<file path="config.mk">
export PLATFORM = sky130hd
export DESIGN_NAME = regfile_mp_flat
export DESIGN_NICKNAME = d
export VERILOG_FILES = /design/src/rtl/regfile_pkg.sv /design/src/rtl/regfile_mp_if.sv /design/src/rtl/regfile_scoreboard.sv /design/src/rtl/regfile_mp.sv /design/src/flat_wrapper.sv
export SDC_FILE = /design/constraint.sdc
export NUM_CORES = 2
export LEC_CHECK = 0
export BUFFER_PORTS_ARGS = -buffer_cell sky130_fd_sc_hd__buf_4
export CORE_MARGIN = 1
export CORE_UTILIZATION = 56
export CTS_CLUSTER_SIZE = 40
export DETAILED_ROUTE_END_ITERATION = 6
export MAX_ROUTING_LAYER = met4
export PLACE_DENSITY = 0.71
export SYNTH_ARGS = -nofsm -noshare
export SYNTH_HDL_FRONTEND = slang
export SYNTH_SLANG_ARGS = --single-unit
</file>
<file path="constraint.sdc">
create_clock -name Clk -period 10.75 [get_ports Clk]
set_clock_uncertainty 0.05 [all_clocks]
set_input_delay 0.5375 -clock Clk [delete_from_list [all_inputs] [get_ports Clk]]
set_output_delay 0.5375 -clock Clk [all_outputs]
set_load 0.005 [all_outputs]
</file>
<file path="src/rtl/regfile_pkg.sv">
// Shared constants and types for the multi-port register file.
package regfile_pkg;

  localparam int unsigned DATA_W_DEF = 32;
  localparam int unsigned ADDR_W_DEF = 5;
  localparam int unsigned NUM_RD_DEF = 2;

  localparam logic [ADDR_W_DEF-1:0] REG_ZERO = '0;

  typedef enum logic {
    ST_IDLE  = 1'b0,
    ST_SWEEP = 1'b1
  } rf_state_e;

endpackage

</file>
<file path="src/rtl/regfile_mp_if.sv">
// Decode/writeback-facing bus of the register file: read ports, write port, reservation, clear.
interface regfile_mp_if
  import regfile_pkg::*;
#(
  parameter int unsigned DATA_W = DATA_W_DEF,
  parameter int unsigned ADDR_W = ADDR_W_DEF,
  parameter int unsigned NUM_RD = NUM_RD_DEF
);

  logic [NUM_RD*ADDR_W-1:0] RdAddr;
  logic [NUM_RD*DATA_W-1:0] RdData;
  logic [NUM_RD-1:0]        RdBusy;
  logic                     WrEn;
  logic [ADDR_W-1:0]        WrAddr;
  logic [DATA_W-1:0]        WrData;
  logic                     RsvEn;
  logic [ADDR_W-1:0]        RsvAddr;
  logic                     ClrReq;
  logic                     Ready;

  modport master (
    output RdAddr, WrEn, WrAddr, WrData, RsvEn, RsvAddr, ClrReq,
    input  RdData, RdBusy, Ready
  );

  modport slave (
    input  RdAddr, WrEn, WrAddr, WrData, RsvEn, RsvAddr, ClrReq,
    output RdData, RdBusy, Ready
  );

endinterface

</file>
<file path="src/rtl/regfile_scoreboard.sv">
// Pending-write scoreboard: one busy bit per entry with set, clear, clear-all and per-port lookup.
module regfile_scoreboard
  import regfile_pkg::*;
#(
  parameter int unsigned ADDR_W = ADDR_W_DEF,
  parameter int unsigned NUM_RD = NUM_RD_DEF
) (
  input  logic                     clk_i,
  input  logic                     rst_i,
  input  logic                     set_en_i,
  input  logic [ADDR_W-1:0]        set_addr_i,
  input  logic                     clr_en_i,
  input  logic [ADDR_W-1:0]        clr_addr_i,
  input  logic                     clr_all_i,
  input  logic [NUM_RD*ADDR_W-1:0] rd_addr_i,
  output logic [NUM_RD-1:0]        rd_busy_c_o
);

  localparam int unsigned DEPTH = 2**ADDR_W;

  logic [DEPTH-1:0] busy_q;
  logic [DEPTH-1:0] busy_d;

  // Reservation beats a same-cycle write clear; clear-all beats both. Entry 0 never busy.
  always_comb begin
    busy_d = busy_q;
    if (clr_en_i)  busy_d[clr_addr_i] = 1'b0;
    if (set_en_i)  busy_d[set_addr_i] = 1'b1;
    if (clr_all_i) busy_d = '0;
    busy_d[0] = 1'b0;
  end

  always_ff @(posedge clk_i) begin
    if (rst_i) busy_q <= '0;
    else       busy_q <= busy_d;
  end

  always_comb begin
    rd_busy_c_o = '0;
    for (int k = 0; k < int'(NUM_RD); k++) begin
      rd_busy_c_o[k] = busy_q[rd_addr_i[k*ADDR_W +: ADDR_W]];
    end
  end

endmodule

</file>
<file path="src/rtl/regfile_mp.sv">
// Multi-read-port register file with pending-write scoreboard and sequenced clear sweep.
// Optional same-cycle write forwarding to read ports: define REGFILE_BYPASS_EN.
module regfile_mp
  import regfile_pkg::*;
#(
  parameter int unsigned DATA_W = DATA_W_DEF,
  parameter int unsigned ADDR_W = ADDR_W_DEF,
  parameter int unsigned NUM_RD = NUM_RD_DEF
) (
  input  logic         Clk,
  input  logic         Reset,
  regfile_mp_if.slave  bus
);

  localparam int unsigned       DEPTH  = 2**ADDR_W;
  localparam logic [ADDR_W-1:0] ZERO_A = ADDR_W'(REG_ZERO);
  localparam logic [ADDR_W-1:0] LAST_A = ADDR_W'(DEPTH - 1);

  rf_state_e         state_q, state_d;
  logic [ADDR_W-1:0] ptr_q, ptr_d;
  logic              ready_q;
  logic              sweep_we;
  logic [DATA_W-1:0] mem_q [DEPTH];
  logic [NUM_RD-1:0] sb_busy;
  logic [ADDR_W-1:0] rd_a;

  logic idle, wr_acc, rsv_acc, clr_start;

  assign idle      = (state_q == ST_IDLE);
  assign wr_acc    = bus.WrEn  && idle && (bus.WrAddr  != ZERO_A);
  assign rsv_acc   = bus.RsvEn && idle && (bus.RsvAddr != ZERO_A);
  assign clr_start = bus.ClrReq && idle;
  assign bus.Ready = ready_q;

  // Sweep walks ptr from 1 to DEPTH-1, zeroing one entry per cycle.
  always_comb begin
    state_d  = state_q;
    ptr_d    = ptr_q;
    sweep_we = 1'b0;
    case (state_q)
      ST_IDLE: begin
        if (bus.ClrReq) begin
          state_d = ST_SWEEP;
          ptr_d   = ADDR_W'(1);
        end
      end
      ST_SWEEP: begin
        sweep_we = 1'b1;
        ptr_d    = ptr_q + ADDR_W'(1);
        if (ptr_q == LAST_A) state_d = ST_IDLE;
      end
      default: state_d = ST_IDLE;
    endcase
  end

  always_ff @(posedge Clk) begin
    if (Reset) begin
      state_q <= ST_IDLE;
      ptr_q   <= '0;
      ready_q <= 1'b1;
    end else begin
      state_q <= state_d;
      ptr_q   <= ptr_d;
      ready_q <= (state_d == ST_IDLE);
    end
  end

  always_ff @(posedge Clk) begin
    if (Reset) begin
      for (int unsigned i = 0; i < DEPTH; i++) mem_q[i] <= '0;
    end else begin
      if (sweep_we) mem_q[ptr_q]      <= '0;
      if (wr_acc)   mem_q[bus.WrAddr] <= bus.WrData;
    end
  end

  regfile_scoreboard #(
    .ADDR_W (ADDR_W),
    .NUM_RD (NUM_RD)
  ) u_scoreboard (
    .clk_i       (Clk),
    .rst_i       (Reset),
    .set_en_i    (rsv_acc),
    .set_addr_i  (bus.RsvAddr),
    .clr_en_i    (wr_acc),
    .clr_addr_i  (bus.WrAddr),
    .clr_all_i   (clr_start),
    .rd_addr_i   (bus.RdAddr),
    .rd_busy_c_o (sb_busy)
  );

  // Read mux; address 0 always reads as zero and not busy.
  always_comb begin
    bus.RdData = '0;
    bus.RdBusy = '0;
    rd_a       = '0;
    for (int k = 0; k < int'(NUM_RD); k++) begin
      rd_a = bus.RdAddr[k*ADDR_W +: ADDR_W];
      if (rd_a != ZERO_A) begin
        bus.RdData[k*DATA_W +: DATA_W] = mem_q[rd_a];
        bus.RdBusy[k]                  = sb_busy[k];
`ifdef REGFILE_BYPASS_EN
        if (wr_acc && (bus.WrAddr == rd_a)) begin
          bus.RdData[k*DATA_W +: DATA_W] = bus.WrData;
          if (!(rsv_acc && (bus.RsvAddr == rd_a))) bus.RdBusy[k] = 1'b0;
        end
`else
        if (rsv_acc && (bus.RsvAddr == rd_a)) bus.RdBusy[k] = sb_busy[k];
`endif
      end
    end
  end

endmodule

</file>
<file path="src/flat_wrapper.sv">
// flat-port wrapper written by rule: the top's interface ports become plain ports
module regfile_mp_flat import regfile_pkg::*;
#(
  parameter int unsigned DATA_W = DATA_W_DEF,
  parameter int unsigned ADDR_W = ADDR_W_DEF,
  parameter int unsigned NUM_RD = NUM_RD_DEF
)
  (Clk, Reset, bus_RdAddr, bus_WrEn, bus_WrAddr, bus_WrData, bus_RsvEn, bus_RsvAddr, bus_ClrReq, bus_RdData, bus_RdBusy, bus_Ready);
  regfile_mp_if #(.DATA_W(DATA_W), .ADDR_W(ADDR_W), .NUM_RD(NUM_RD)) bus_i ();
  input  logic Clk;
  input  logic Reset;
  input wire logic [$bits(bus_i.RdAddr)-1:0] bus_RdAddr;
  input wire logic [$bits(bus_i.WrEn)-1:0] bus_WrEn;
  input wire logic [$bits(bus_i.WrAddr)-1:0] bus_WrAddr;
  input wire logic [$bits(bus_i.WrData)-1:0] bus_WrData;
  input wire logic [$bits(bus_i.RsvEn)-1:0] bus_RsvEn;
  input wire logic [$bits(bus_i.RsvAddr)-1:0] bus_RsvAddr;
  input wire logic [$bits(bus_i.ClrReq)-1:0] bus_ClrReq;
  output wire logic [$bits(bus_i.RdData)-1:0] bus_RdData;
  output wire logic [$bits(bus_i.RdBusy)-1:0] bus_RdBusy;
  output wire logic [$bits(bus_i.Ready)-1:0] bus_Ready;
  assign bus_i.RdAddr = bus_RdAddr;
  assign bus_i.WrEn = bus_WrEn;
  assign bus_i.WrAddr = bus_WrAddr;
  assign bus_i.WrData = bus_WrData;
  assign bus_i.RsvEn = bus_RsvEn;
  assign bus_i.RsvAddr = bus_RsvAddr;
  assign bus_i.ClrReq = bus_ClrReq;
  assign bus_RdData = bus_i.RdData;
  assign bus_RdBusy = bus_i.RdBusy;
  assign bus_Ready = bus_i.Ready;
  regfile_mp #(.DATA_W(DATA_W), .ADDR_W(ADDR_W), .NUM_RD(NUM_RD)) u_core (.Clk(Clk), .Reset(Reset), .bus(bus_i));
endmodule
</file>
==> run summary <==
The sum of negative setup slack is 0 ps. Clock tree synthesis selected as its root buffer the cell sky130_fd_sc_hd__clkbuf_16. The maximum resistive drop on vdd came out at 119 uV. The slack of the worst reg-to-reg path came out at 6320 ps. Combinational logic is responsible for 11.6% of the overall power. Registers are responsible for 49.0% of the overall power. The number of clock sinks seen by CTS is 1062.

The netlist uses 67 different library cells. The number of vias per cell is 7.48. The register clock-pin slew on the reported worst setup and hold paths is 70 ps. Of the total power, the share spent switching nets is 24.8%. Summing the areas of all compound-gate instances in the mapped netlist gives 4.69% of the synthesized area. The count of TritonRoute iterations in the first routing pass is 6. STA classifies the critical path startpoint as a primary input. The number of failing setup endpoints in the final timing report came out at 0. The maximum number of pins on one net before global-route repair came out at 83.

The horizontal die dimension came out at 316 um. The number of slew-limit violations in the final report was 0. The post-synthesis share of cell area spent on and, or, nand and nor gates is 12.7%.

Excluding fillers, the count of instances in the completed layout stands at 5319. At the end of routability-driven placement, the weighted congestion stood at 0.897. For the pin with the worst max-slew slack, the measured transition is 1360 ps. The worst-case headroom to the max-slew limit came out at 8.64%.

The placed cell count is 5100. The slowest stage of the critical path is the sky130_fd_sc_hd__a211oi_1 cell. The share of final-layout standard cells stronger than drive strength 1 is 25.1%.

The number of hold violations in the final report is 0. The synthesized-area fraction occupied by adder cells came out at 0.0452%. The critical path in this run is classified as in -> out.

The post-route DRC violation count is 0. The share of synthesized registers carrying an async set or reset came out at 0%. Counting along the longest clock path gives a buffer depth of 3. The maximum fanout along the worst path came out at 45. The vertical extent of the die came out at 316 um. The endpoint type of the worst setup path is a primary output. On the critical path the largest part of the delay comes from buffers and inverters. The largest single stage delay on the critical path is 920 ps. In this run the remaining antenna-violating nets after routing total 0. The gate count after technology mapping is 3937. Counting the fill cells in the layout gives 7085. The time the worst path needs with I/O delays and setup is 5190 ps. Summing all multi-input logic gate instances after layout gives 22700 um^2. The cell repeated most along the worst path is sky130_fd_sc_hd__buf_4. The routed via count came out at 39.8k. For this block, the initial DRC count from the detailed router was 7774. TritonCTS built the clock tree. The area of the placeable core is 97300 um^2. The number of port buffers is 123.

The data required time at the worst endpoint came out at 10160 ps. Of all cell types, the one taking the most synthesized area is sky130_fd_sc_hd__edfxtp_1. The worst hold path belongs to the class in -> reg. Walking the worst path, the cells encountered are buf_4, buf_4, and2_4, buf_4, a21oi_1, a211oi_1, buf_4. The count of max-cap constraint violations came out at 0. The source-to-sink clock delay at the later pin of the worst-skew pair came out at 670 ps. After detailed routing, the average wire length per cell comes to 37.9 um. Detailed routing placed a total of 34700 um of wire on met3.

The I/O pin count is 124. The relative area change from synthesis to final layout came out at 10.3%. In the final design database the tool counted 3993 nets. The Yosys warning count is 0. The worst hold slack across all endpoints is 128 ps.

The leakage power summed over all cells came out at 20.5 nW. Internal power comes to 7.33 mW. After detailed routing, no signal wire sits above met4. The fraction of power consumed by the clock network is 39.4%.

The area share of xor/xnor cells in the synthesized design is 0.0316%. For this run, the leading register cell type out of synthesis is sky130_fd_sc_hd__edfxtp_1. The cell with the most instances after synthesis is sky130_fd_sc_hd__edfxtp_1. In the post-synthesis netlist, the biggest area contributors are sky130_fd_sc_hd__edfxtp_1, sky130_fd_sc_hd__mux4_2, sky130_fd_sc_hd__nor2_1. The number of global-route vias before repair is 38.4k. Counting instances in the post-synthesis netlist gives the leading cell types as sky130_fd_sc_hd__edfxtp_1, sky130_fd_sc_hd__nor2_1, sky130_fd_sc_hd__mux4_2.

The count of hold-fix buffers inserted at cts is 0. The initial core utilization came out at 56.9%. The data arrival time of the critical path came out at 4600 ps.

The all-layer global routing usage came out at 41.8%. The number of buffers and inverters on the critical path is 4. The total die area is 100000 um^2. The share of cell area taken by muxes after synthesis came out at 22.6%. The count of cells resized by post-cts repair is 0. The number of synthesized flops with an enable pin came out at 1024.

For this block, the routed nets add up to 202000 um of wire. The highest attainable clock frequency came out at 0.193 GHz. By area, the combinational part of the netlist is dominated by multiplexers. The final cycle utilization of the critical path came out at 48.3%. The met2 routed wirelength is 87100 um. Detailed placement finished with a half-perimeter wire length of 107000 um. After detailed routing, the wire length on met1 is 66600 um.

The netlist area before placement is 55400 um^2. The number of antenna violations at the first check in global routing is 14. The flip-flop and latch count after synthesis came out at 1062. The synthesized design devotes to its leading area cell type 55.5% of total area. The area occupied by registers is 31500 um^2.

The global-route wire length before repair is 280000 um. The power per cell area is 159 nW/um^2. The H-tree generated during clock tree synthesis spans 3 levels. The number of CTS-inserted buffers came out at 108. The site row count is 114. The number of setup buffers added after CTS is 0. Setup repair after global routing left no endpoint under its margin. The flow ran to the end, and the final reports show no timing, DRC or antenna violations.

The mean post-synth cell area came out at 14.1 um^2. The total congestion overflow is 0. The portion of the post-synthesis area used by sequential elements came out at 56.9%. The net load switching power came out at 2.41 mW.
==> layout make-up <==
type / instances / share of cell area [%]
Timing Repair Buffer: 222 / 2.80
Multi-Input combinational cell: 2533 / 37.1
Sequential cell: 1062 / 51.6
Clock inverter: 60 / 1.04
Clock buffer: 136 / 4.70
Inverter: 7 / 0.0471
Antenna cell: 23 / 0.0942
Tap cell: 1276 / 2.61
==> logic make-up after synthesis <==
| family | after synthesis |
|---|---|
| compound gates | 381 |
| other cells | 1 |
| flops | 1062 |
| simple gates | 1487 |
| mux | 629 |
| fa+ha+maj | 2 |
| buf+inv | 373 |
| xor+xnor | 2 |
==> metal layers <==
| layer | track usage, % | vias up |
|---|---|---|
| met5 | - | - |
| met4 | 23.4 | 0 |
| met3 | 14.6 | 842 |
| met2 | 58.3 | 4110 |
| met1 | 53.5 | 19700 |
| li1 | - | 15100 |
==> sequential cells by signal (all words and copies together), names as in the netlist <==
register,cells
u_core.bus.Ready,1
u_core.state_q,1
u_core.mem_q,1024
u_core.ptr_q,5
u_core.u_scoreboard.busy_q,31
==> through the flow <==
stage	worst slack [ps]	power, mW	cell area (um^2)	utilization [%]
after floorplan	7020	5.47	55500	-
after global placement	5840	5.93	57500	59.1
after detailed placement	5780	5.94	57500	59.1
after CTS	5780	9.67	61000	62.7
after global routing	5510	9.89	61000	62.8
final	5560	9.74	61100	62.8
==> tightest hold or removal path, stage by stage <==
cell                      delay, ps
sky130_fd_sc_hd__buf_4          130
sky130_fd_sc_hd__nand3_1        100
sky130_fd_sc_hd__a21oi_1         70
==> cell usage in the layout (no fill, tap or decap), types with 14 or more instances in the layout <==
| cell type | instances |
|---|---|
| sky130_fd_sc_hd__edfxtp_1 | 1024 |
| sky130_fd_sc_hd__nor2_1 | 697 |
| sky130_fd_sc_hd__mux4_2 | 490 |
| sky130_fd_sc_hd__and2_1 | 321 |
| sky130_fd_sc_hd__nand2_1 | 229 |
| sky130_fd_sc_hd__buf_4 | 215 |
| sky130_fd_sc_hd__clkbuf_16 | 111 |
| sky130_fd_sc_hd__a21oi_1 | 74 |
| sky130_fd_sc_hd__mux2i_1 | 72 |
| sky130_fd_sc_hd__o22ai_1 | 70 |
| sky130_fd_sc_hd__mux2_2 | 67 |
| sky130_fd_sc_hd__a22oi_1 | 60 |
| sky130_fd_sc_hd__nor2b_1 | 47 |
| sky130_fd_sc_hd__a211oi_1 | 39 |
| sky130_fd_sc_hd__dfxtp_1 | 38 |
| sky130_fd_sc_hd__nand3_1 | 36 |
| sky130_fd_sc_hd__nor4_1 | 33 |
| sky130_fd_sc_hd__o21ai_0 | 33 |
| sky130_fd_sc_hd__conb_1 | 32 |
| sky130_fd_sc_hd__o22a_1 | 31 |
| sky130_fd_sc_hd__and3_1 | 31 |
| sky130_fd_sc_hd__nand4_1 | 30 |
| sky130_fd_sc_hd__clkbuf_1 | 25 |
| sky130_fd_sc_hd__diode_2 | 23 |
| sky130_fd_sc_hd__clkinv_1 | 23 |
| sky130_fd_sc_hd__a21o_2 | 22 |
| sky130_fd_sc_hd__clkinv_2 | 18 |
| sky130_fd_sc_hd__bufinv_16 | 14 |
==> power groups by stage <==
stage	Combinational (mW)	Clock (mW)	Sequential, mW
finish	1.13	3.83	4.77
global route	1.15	3.96	4.78
CTS	1.10	3.81	4.76
detailed placement	1.09	0	4.85
global placement	1.08	0	4.84
floorplan	0.654	0	4.81
==> worst paths after layout <==
| kind | start | endpoint | depth (start not counted) |
|---|---|---|---|
| setup reg to reg | u_core.state_q | u_core.mem_q[2][12] | 6 |
| hold / removal | bus_RsvAddr[0] | u_core.u_scoreboard.busy_q[3] | 3 |
| setup / recovery | bus_RdAddr[8] | bus_RdData[45] | 7 |
| hold reg to reg | u_core.u_scoreboard.busy_q[6] | u_core.u_scoreboard.busy_q[6] | 2 |
Power figures use the tool's default switching activity.
